### src/rtl/cnn_conv_acc.sv
// rtl/cnn_conv_acc.sv - kernel-window accumulator with bias, rescale, saturation and optional ReLU
// Sums KLEN signed products onto a pre-shifted bias and emits one 13-bit activation per window.
module cnn_conv_acc #(
  parameter int PROD_WIDTH = 22,
  parameter int OUT_WIDTH  = 13,
  parameter int ACC_WIDTH  = 28,
  parameter int KLEN       = 25,
  parameter int SHIFT      = 7,
  parameter int RELU       = 1
) (
  input  logic                         ap_clk,
  input  logic                         ap_rst_n,
  input  logic                         in_valid,
  output logic                         in_ready,
  input  logic signed [PROD_WIDTH-1:0] in_data,
  input  logic signed [OUT_WIDTH-1:0]  in_bias,
  output logic                         out_valid,
  input  logic                         out_ready,
  output logic signed [OUT_WIDTH-1:0]  out_data
);

  localparam int CNT_W = (KLEN > 1) ? $clog2(KLEN) : 1;
  localparam logic [CNT_W-1:0] CNT_LAST = CNT_W'(KLEN - 1);
  localparam logic signed [ACC_WIDTH-1:0] OUT_MAX =
    {{(ACC_WIDTH-OUT_WIDTH+1){1'b0}}, {(OUT_WIDTH-1){1'b1}}};
  localparam logic signed [ACC_WIDTH-1:0] OUT_MIN =
    {{(ACC_WIDTH-OUT_WIDTH+1){1'b1}}, {(OUT_WIDTH-1){1'b0}}};

  typedef enum logic {ACC, HOLD} state_t;

  state_t state, state_n;
  logic   ready_n;

  logic [CNT_W-1:0]            cnt;
  logic signed [ACC_WIDTH-1:0] acc;
  logic signed [ACC_WIDTH-1:0] bias_ext;
  logic signed [ACC_WIDTH-1:0] data_ext;
  logic signed [ACC_WIDTH-1:0] base;
  logic signed [ACC_WIDTH-1:0] sum;
  logic signed [ACC_WIDTH-1:0] shifted;
  logic signed [OUT_WIDTH-1:0] act;
  logic                        accept;
  logic                        last;

  assign accept   = in_valid && in_ready;
  assign last     = (cnt == CNT_LAST);
  assign bias_ext = ACC_WIDTH'(in_bias);
  assign data_ext = ACC_WIDTH'(in_data);

  // The first product of a window restarts from the bias instead of the running sum.
  assign base    = (cnt == '0) ? (bias_ext <<< SHIFT) : acc;
  assign sum     = base + data_ext;
  assign shifted = sum >>> SHIFT;

  always_comb begin
    act = shifted[OUT_WIDTH-1:0];
    if (shifted > OUT_MAX) begin
      act = OUT_MAX[OUT_WIDTH-1:0];
    end else if (shifted < OUT_MIN) begin
      act = OUT_MIN[OUT_WIDTH-1:0];
    end
    if ((RELU != 0) && act[OUT_WIDTH-1]) begin
      act = '0;
    end
  end

  always_ff @(posedge ap_clk or negedge ap_rst_n) begin
    if (!ap_rst_n) begin
      state    <= ACC;
      in_ready <= 1'b0;
    end else begin
      state    <= state_n;
      in_ready <= ready_n;
    end
  end

  always_comb begin
    state_n = state;
    case (state)
      ACC:     if (accept && last) state_n = HOLD;
      HOLD:    if (out_ready)      state_n = ACC;
      default: state_n = ACC;
    endcase
    // in_ready is registered, so it follows the state we are about to enter.
    ready_n = (state_n == ACC);
  end

  always_ff @(posedge ap_clk or negedge ap_rst_n) begin
    if (!ap_rst_n) begin
      cnt       <= '0;
      acc       <= '0;
      out_valid <= 1'b0;
      out_data  <= '0;
    end else begin
      if (accept) begin
        acc <= sum;
        if (last) begin
          cnt       <= '0;
          out_data  <= act;
          out_valid <= 1'b1;
        end else begin
          cnt <= cnt + CNT_W'(1);
        end
      end
      if ((state == HOLD) && out_ready) begin
        out_valid <= 1'b0;
      end
    end
  end

endmodule
### config.mk
export PLATFORM = sky130hd
export DESIGN_NAME = cnn_conv_acc
export DESIGN_NICKNAME = d
export VERILOG_FILES = /design/src/rtl/cnn_conv_acc.sv
export SDC_FILE = /design/constraint.sdc
export NUM_CORES = 1
export LEC_CHECK = 0
export ABC_CLOCK_PERIOD_IN_PS = 3500
export CAP_MARGIN = 15
export CORE_MARGIN = 2
export CORE_UTILIZATION = 52
export CTS_BUF_LIST = sky130_fd_sc_hd__clkbuf_2
export DETAILED_ROUTE_END_ITERATION = 7
export PLACE_DENSITY = 0.8
export SLEW_MARGIN = 5
export SYNTH_ARGS = -nofsm -noshare
export SYNTH_HDL_FRONTEND = slang
export SYNTH_SLANG_ARGS = --single-unit
### constraint.sdc
create_clock -name ap_clk -period 3.5 [get_ports ap_clk]
set_clock_uncertainty 0.1 [all_clocks]
set_input_delay 0.7 -clock ap_clk [delete_from_list [all_inputs] [get_ports ap_clk]]
set_output_delay 0.7 -clock ap_clk [all_outputs]
set_load 0.02 [all_outputs]
After elaboration in Yosys (flattened, before gate mapping)

Index checks and enable logic that the tools add are counted.

Register bits after elaboration: 49
Latch bits: 0
Memory bits (writable): 0
ROM bits: 0
Input bits: 39
Output and inout bits: 15
Word-level logic and storage cells: 32
Memories kept: 0

Add/sub/neg operators: 2
Multiply operators: 0
Divide/modulo/power cells: 0
$lt $le $gt $ge: 2
Equal/unequal tests: 1
Shift operators: 0
Multiplexer cells: 11
Bitwise operators: 2
Reductions and logical operators: 8

Operators by type and width:

| cell                                                            | number |
|---|---|
| adder 28 x 22 -> 28 bit                                         | 1 |
| 2-to-1 mux 28 bit                                               | 1 |
| 2-to-1 mux 13 bit                                               | 2 |
| greater-than comparator 21 x 13 -> 1 bit, second input constant | 1 |
| less-than comparator 21 x 13 -> 1 bit, second input constant    | 1 |
| 2-to-1 mux 12 bit                                               | 1 |
| adder 5 x 1 -> 5 bit, second input constant                     | 1 |
| equality test 5 bit, second input constant                      | 1 |
| logical NOT 5 bit                                               | 1 |
| 2-to-1 mux 1 bit                                                | 5 |
| 2-to-1 mux 5 bit                                                | 1 |
| AND reduction 2 bit                                             | 2 |
| nonzero test 2 bit                                              | 2 |
| logical AND 1 bit                                               | 3 |
| inverter 1 bit                                                  | 2 |
| case mux 1 bit (2 select lines)                                 | 1 |

Logic depth before layout (Yosys ltp)

Gate-level depths: netlist of the first run.

Depth in word-level cells: 7
Gate-level depth with buffers: 19
Depth with buffers taken out: 16

Worst setup path after synthesis of the first run

OpenSTA, ideal clock, no wires.

Kind: register to register
Start point: register cnt[0]
End point: register out_data[0]
Library setup time: 130 ps
Arrival: 3672 ps
Data required time: 3270 ps
Path slack: -402 ps
Stages on the path, launching flop included: 19
Buffers on the path: 3
Clock period less this slack: 3902 ps
Cell sequence: dfrtp_1 -> inv_1 -> ha_1 -> nor4b_2 -> clkbuf_1 -> clkbuf_1 -> nand2_1 -> nand2_1 -> ha_1 -> and4_4 -> and3_4 -> a211o_1 -> o21ai_2 -> a21oi_2 -> a311oi_2 -> xnor2_1 -> o41ai_4 -> buf_6 -> nand3_2

Word-level cells in the longest chain between the ends: 7
Elaborated cells between the ends (all ways): 10
Those cells by class: add/sub (1); order compare (2); eq/ne (1); mux (4); reduce/logical (2)

RTL lines:

| what                                  | line | source |
|---|---|---|
| start, declared                       | 34   | `logic [CNT_W-1:0] cnt;` |
| start signal, assigned                | 102  | `cnt <= cnt + CNT_W'(1);` |
| logical NOT 5 bit                     | 51   | `assign base = (cnt == '0) ? (bias_ext <<< SHIFT) : acc;` |
| 2-to-1 mux 28 bit                     | 51   |  |
| adder 28 x 22 -> 28 bit               | 52   | `assign sum = base + data_ext;` |
| less-than comparator 21 x 13 -> 1 bit | 59   | `end else if (shifted < OUT_MIN) begin` |
| 2-to-1 mux 13 bit                     | 59   |  |
| 2-to-1 mux 13 bit                     | 57   | `if (shifted > OUT_MAX) begin` |
| 2-to-1 mux 12 bit                     | 62   | `if ((RELU != 0) && act[OUT_WIDTH-1]) begin` |
| end signal, assigned                  | 99   | `out_data <= act;` |
| end, declared                         | 19   | `output logic signed [OUT_WIDTH-1:0] out_data` |

Parallel ways exist; a longest one is shown, timed or not.
A chain may end at the register's enable or synchronous reset.

Final worst setup path of the first run

Start point: register cnt[1]
End point: register out_data[1]

Same word-level chain as after synthesis.

==> results.py, run 1 <==
metrics = {
    "placed_design": {
        "port_buffers": 52,
        "dp_hpwl_mm": 8.47,
        "gp_congestion": 0.914,
    },
    "layout": {
        "final_util_pct": 83.8,
        "nFillCells": 382,
        "multiInputGateArea_um2": 3070,
        "areaGrowthSynthToFinish_pct": 59.0,
        "nets": 664,
        "seq_area_um2": 1200,
        "final_layout_size_suffix_gt1_share_pct": 41.4,
        "antenna_cells": 0,
    },
    "synth": {
        "synth-async-reset-ratio_pct": 100,
        "syn_inst": 439,
        "ys_seq_elements": 48,
        "synthesis.area_um2": 3760,
        "synth.largest_area_cell": "dfrtp_1",
        "ys_warn_count": 0,
        "ys.flop_type": "dfrtp_1",
        "yosys.area.top_type_share_pct": 31.9,
        "muxShareOfSynthArea_pct": 4.99,
        "synth_most_common_cell": "nand2_1",
        "synthTopCellsByCount": "nand2_1, dfrtp_1, ha_1",
        "synth_area_leaders": "dfrtp_1, nand2_1, ha_1",
        "synth_compound_area_share_pct": 19.1,
        "synth_edf_count": 0,
        "synth_cell_types": 62,
        "synth-adder-area-share_pct": 10.2,
        "syn-num-nets": 508,
        "synth-simple-area-share_pct": 23.5,
        "seq_area_frac_synth_pct": 31.9,
        "synth_top_family_by_area": "simple AND/OR/NAND/NOR gates",
        "avgSynthCellArea_um2": 8.57,
        "synth_xor_xnor_area_share_pct": 6.95,
    },
    "clock_tree": {
        "cts.clk_slew.worst_paths_ns": 0.29,
        "cts.sinks": 48,
        "cts_max_path_buffers": 2,
        "hold_buffers": 0,
        "clockRootBuffer": "clkbuf_2",
        "cts_tree": "built",
        "cts_buffers": 5,
        "clock_latency_ns": 0.46,
        "htree_levels": 2,
    },
    "global_routing": {
        "busiest_layer": "met2",
        "antenna_found_initial": 0,
        "grtUsageTotal_pct": 32.6,
        "grt_max_degree": 49,
        "met1_usage_pct": 40.9,
        "grt_first_pass_wirelength_mm": 19.7,
        "grt_pass1_vias": 4090,
        "grt_remaining_overflow": 0,
        "use_met2_pct": 55.6,
        "use_met3_pct": 4.89,
    },
    "timing": {
        "fin_crit_sh_pct": 121,
        "tns_ns": -9.28,
        "slew_violations": 0,
        "slew_headroom_pct": 40.5,
        "max_freq_mhz": 237,
        "hold_viol": 0,
        "worstMarginPinSlew_ns": 0.891,
        "fin_crit_ns": 4.23,
        "rsz0062_at_grt": "yes",
        "finalSetupViolations": 19,
        "worst_slack_ns": -0.725,
    },
    "route": {
        "first_iter_violations": 343,
        "ant_nets": 0,
        "via_per_inst": 6.29,
        "firstDrtPassIters": 5,
        "avgRoutedWirePerCell_um": 21.6,
        "drc": 0,
        "vias": 4371,
        "wl_mm": 15.0,
    },
    "critical_path": {
        "end_kind": "flop",
        "path_class": "reg2reg",
        "path_max_fanout": 5,
        "cp-start-kind": "flop",
        "r2r_start": "cnt[1]",
        "r2r-end": "out_data[1]",
        "arrival_ns": 4.50,
        "required_ns": 3.78,
        "rrSetupSlack_ns": -0.73,
        "reg2regPathDepth": 18,
    },
    "die": {
        "fp.dieW_um": 89.0,
        "fp.coreArea_um2": 7140,
        "rows": 31,
        "die_height_um": 89.0,
        "io_pins": 54,
        "initial_core_util_pct": 52.7,
        "die_area_um2": 7930,
    },
    "power": {
        "powerDensity_nw_per_um2": 1170,
        "p_leak_uw": 0.00276,
        "ir_drop_v": 0.000743,
        "report.power.total_uw": 6980,
    },
    "hold_path": {
        "hold_class": "in2async",
    },
    "outcome": {
        "violations": "setup timing",
        "status": "finished with violations",
    },
    "job": {
        "maxCapViolCount": 0,
    },
}
metal layers:
| layer | vias up | part of all wire (%) |
|---|---|---|
| li1 | 1868 | - |
| met1 | 2044 | 36 |
| met2 | 336 | 49 |
| met3 | 123 | 8.2 |
| met4 | 0 | 7.0 |
| met5 | - | 0 |
sequential cells by signal, summed over array words and instances (netlist names):
name       count
out_data      12
cnt            5
out_valid      1
acc           28
state          1
in_ready       1
where the power goes:
part,total [uW],internal (uW),switching (uW)
clock network,264,53.6,210
logic,5680,2810,2870
registers,1030,833,200
total,6980,3690,3280
final cells by class:
cell class / instances / share of cell area (%)
multi-input combinational: 364 / 51.3
timing repair buffer: 169 / 25.4
sequential: 48 / 20.1
tap: 99 / 2.07
clock buffer: 6 / 0.502
inverter: 7 / 0.439
clock inverter: 2 / 0.272
cell families after synthesis:
group           Yosys count
buf+inv                  27
other cells               1
compound gates          107
simple gates            180
mux                      17
fa+ha+maj                30
flops                    48
xor+xnor                 29
metrics by stage:
stage / hold WS (ns) / setup WS, ns / instances / area, um2
final: 0.0880 / -0.725 / 695 / 5980
after global routing: 0.137 / -0.878 / 695 / 5980
after CTS: 0.360 / -0.375 / 683 / 5610
after detailed placement: 0.363 / -0.468 / 664 / 5220
after global placement: 0.349 / -0.357 / 664 / 5220
after floorplan: 0.304 / -0.0683 / 439 / 3950
repair_timing:
item,4_1_cts,5_1_grt
cloned,3,0
pin swaps,31,26
resized for setup,43,65
setup endpoints to repair,16,26
buffers inserted,9,12
worst max path at each step:
stage / start / end / cells after the start
finish: cnt[1] / out_data[1] / 18
global route: cnt[1] / out_data[1] / 18
CTS: cnt[1] / out_data[0] / 18
detailed placement: in_bias[12] / out_data[10] / 14
global placement: in_bias[12] / out_data[0] / 14
floorplan: cnt[0] / out_data[0] / 18
placed cells by master (no fill, tap or decap), types with 4 or more instances in the layout:
cell,n
a21o_1,7
a21oi_1,13
a21oi_2,11
a21oi_4,4
a22oi_1,8
a22oi_2,4
and3_1,4
buf_12,5
buf_4,103
buf_6,7
clkbuf_2,6
clkdlybuf4s50_1,51
dfrtp_1,48
ha_1,12
ha_4,16
inv_1,5
mux2_2,12
nand2_1,83
nand2_2,10
nand2_4,5
nand3_1,10
nand3_2,11
nor2_1,18
nor2b_1,6
o211ai_1,5
o21a_1,4
o21ai_0,14
o21ai_1,6
o21ai_2,7
xnor2_1,10
xnor2_2,7
xor2_1,11
critical path, stage by stage (launching register included):
cell	delay, ns
dfrtp_1	0.47
inv_2	0.09
ha_4	0.13
nor4b_4	0.28
buf_12	0.18
nor2b_4	0.05
ha_4	0.16
fa_2	0.42
a21oi_2	0.21
nand4b_1	0.19
nand4_1	0.23
a31oi_4	0.31
o211ai_1	0.16
nand3b_1	0.18
o2111ai_2	0.16
o41ai_4	0.43
buf_4	0.19
clkbuf_16	0.14
nand3_2	0.06
(Power assumes the default switching activity.)
==> run 2: changes to the inputs <==
- CTS_CLUSTER_SIZE: not set -> 28
==> results of run 2 <==
Final layout, timing and power as in run 1 (identical DEF).
==> run 3: changes to the inputs <==
- ABC_AREA: not set -> 0
- RECOVER_POWER: not set -> 25
==> run 3 against run 2 <==
The flow still finishes with violations (setup timing). Global-route usage unchanged. Via count up 0.14%. Critical path depth stayed put. Combinational power about the same. Power about the same. Utilization hardly changed. Sequential power about the same. Register-to-register slack got worse by 0.02 ns. Final cell count did not move. Final area hardly changed. Clock power about the same. Routed wire length is essentially flat. Critical path type unchanged. Largest cell class unchanged. Highest routed layer unchanged.
==> results.py, run 3 (synthesis gave the netlist of run 1 again) <==
metrics = {
    "outcome": {
        "status": "finished with violations",
        "violations": "setup timing",
    },
    "critical_path": {
        "end_kind": "flop",
        "cp_num_buf_inv": 4,
        "cp-start-kind": "flop",
        "arrival_ns": 4.52,
        "crit_chain": "inv_2, ha_4, nor4b_4, buf_12, nor2b_4, ha_4, fa_2, a21oi_2, nand4b_1, nand4_1, a31oi_4, o211ai_1, nand3b_1, o2111ai_2, o41ai_4, buf_4, clkbuf_16, nand3_2",
        "path_max_fanout": 5,
        "crit_family": "compound AO/OA/AOI/OAI gates",
        "path_class": "reg2reg",
        "r2r_start": "cnt[1]",
        "cpMostUsedCell": "ha_4",
        "r2r-end": "out_data[1]",
        "rrSetupSlack_ns": -0.75,
        "required_ns": 3.77,
        "crit_slowest_cell": "dfrtp_1",
        "reg2regPathDepth": 18,
        "cpPeakStageDelay_ns": 0.47,
    },
    "layout": {
        "antenna_cells": 0,
        "stdcell_area_um2": 5980,
        "regMostFlops": "acc",
        "final_common_cell": "buf_4",
        "final_cell_mix": "buf_4, nand2_1, clkdlybuf4s50_1",
        "nets": 664,
        "reg.largest.list": "acc x28, out_data x12, cnt x5",
        "areaGrowthSynthToFinish_pct": 59.0,
        "largest_register_ffs": 28,
        "final_layout_size_suffix_gt1_share_pct": 41.3,
        "instances_no_fill": 695,
        "nFillCells": 383,
    },
    "timing": {
        "whs_ns": 0.406,
        "hold_viol": 0,
        "rsz0062_at_grt": "yes",
        "slew_violations": 0,
        "fin_crit_sh_pct": 121,
        "worstMarginPinSlew_ns": 1.44,
        "tns_ns": -9.62,
        "worst_slack_ns": -0.749,
        "slew_headroom_pct": 4.07,
        "fin_crit_ns": 4.25,
        "max_freq_mhz": 235,
        "finalSetupViolations": 19,
    },
    "placed_design": {
        "placed_cells": 664,
        "place_area_um2": 5220,
        "place_ws_ns": -0.468,
        "dp_hpwl_mm": 8.47,
        "port_buffers": 52,
        "gp_congestion": 0.914,
    },
    "route": {
        "ant_nets": 0,
        "first_iter_violations": 343,
        "avgRoutedWirePerCell_um": 21.6,
        "drc": 0,
        "wl_mm": 15.0,
        "firstDrtPassIters": 6,
        "vias": 4377,
        "via_per_inst": 6.30,
    },
    "clock_tree": {
        "cts.clk_slew.worst_paths_ns": 0.28,
        "cts_max_path_buffers": 2,
        "cts_buffers": 5,
        "hold_buffers": 0,
        "cts.sinks": 48,
        "htree_levels": 2,
        "cts_tree": "built",
        "clock_latency_ns": 0.46,
        "clockRootBuffer": "clkbuf_2",
    },
    "power": {
        "ir_drop_v": 0.000743,
        "p_leak_uw": 0.00276,
        "powerDensity_nw_per_um2": 1170,
    },
    "job": {
        "maxCapViolCount": 0,
    },
    "die": {
        "die_area_um2": 7930,
        "initial_core_util_pct": 52.7,
        "fp.dieW_um": 89.0,
        "die_height_um": 89.0,
        "fp.coreArea_um2": 7140,
        "rows": 31,
        "io_pins": 54,
    },
    "global_routing": {
        "grtUsageTotal_pct": 32.6,
        "grt_remaining_overflow": 0,
        "grt_first_pass_wirelength_mm": 19.7,
        "antenna_found_initial": 0,
        "grt_pass1_vias": 4090,
        "grt_max_degree": 49,
    },
    "hold_path": {
        "hold_end": "out_valid",
        "hold_class": "reg2reg",
        "min_path_cells": 1,
        "hp-start": "state",
    },
}
## run 3: worst register-to-register path, cell delays in order, from the launching register on
cell       delay [ns]
dfrtp_1          0.47
inv_2            0.09
ha_4             0.13
nor4b_4          0.28
buf_12           0.18
nor2b_4          0.05
ha_4             0.16
fa_2             0.42
a21oi_2          0.21
nand4b_1         0.19
nand4_1          0.24
a31oi_4          0.32
o211ai_1         0.16
nand3b_1         0.18
o2111ai_2        0.16
o41ai_4          0.42
buf_4            0.19
clkbuf_16        0.14
nand3_2          0.06
## run 3: cell type report
cell class | count | area [um2] | share of cell area [%]
Timing Repair Buffer | 169 | 1520 | 25.4
Clock inverter | 2 | 16.3 | 0.272
Clock buffer | 6 | 30.0 | 0.502
Sequential cell | 48 | 1200 | 20.1
Tap cell | 99 | 124 | 2.07
Inverter | 7 | 26.3 | 0.439
Multi-Input combinational cell | 364 | 3070 | 51.3
## run 3: worst max-delay path by stage
stage / from / to / slack [ns] / cells after the start
global route: cnt[1] / out_data[1] / -0.88 / 18
detailed placement: in_bias[12] / out_data[10] / -0.47 / 14
CTS: cnt[1] / out_data[0] / -0.37 / 18
global placement: in_bias[12] / out_data[0] / -0.36 / 14
finish: cnt[1] / out_data[1] / -0.75 / 18
floorplan: cnt[0] / out_data[0] / -0.07 / 18
## run 3: report_power, final
part           switching, uW  leakage (uW)  internal [uW]
Combinational           2880       0.00215           2810
Sequential               201      0.000576            833
Clock                    209     0.0000292           53.5
## run 3: per-layer routing
metal  global-route usage (%)  share of wire (%)  vias up  wire, um
li1                         -                  -     1869         -
met1                     40.9                 35     2054      5320
met2                     55.6                 48      329      7260
met3                     4.89                8.7      125      1310
met4                     14.5                7.4        0      1110
met5                        0                  0        -         0
## run 3: repair_timing
action	4_1_cts	5_1_grt
pin swaps	31	26
setup endpoints to repair	16	26
resized for setup	43	65
buffers inserted	9	12
gates cloned	3	0
hold endpoints to repair	0	0
## run 3: metrics by stage
step	utilization, %	total power, uW
5_1_grt	83.8	7300
4_1_cts	78.6	5970
3_5_place_dp	73.1	5320
6_report	83.8	6980
3_3_place_gp	73.1	5150
2_1_floorplan	-	3610
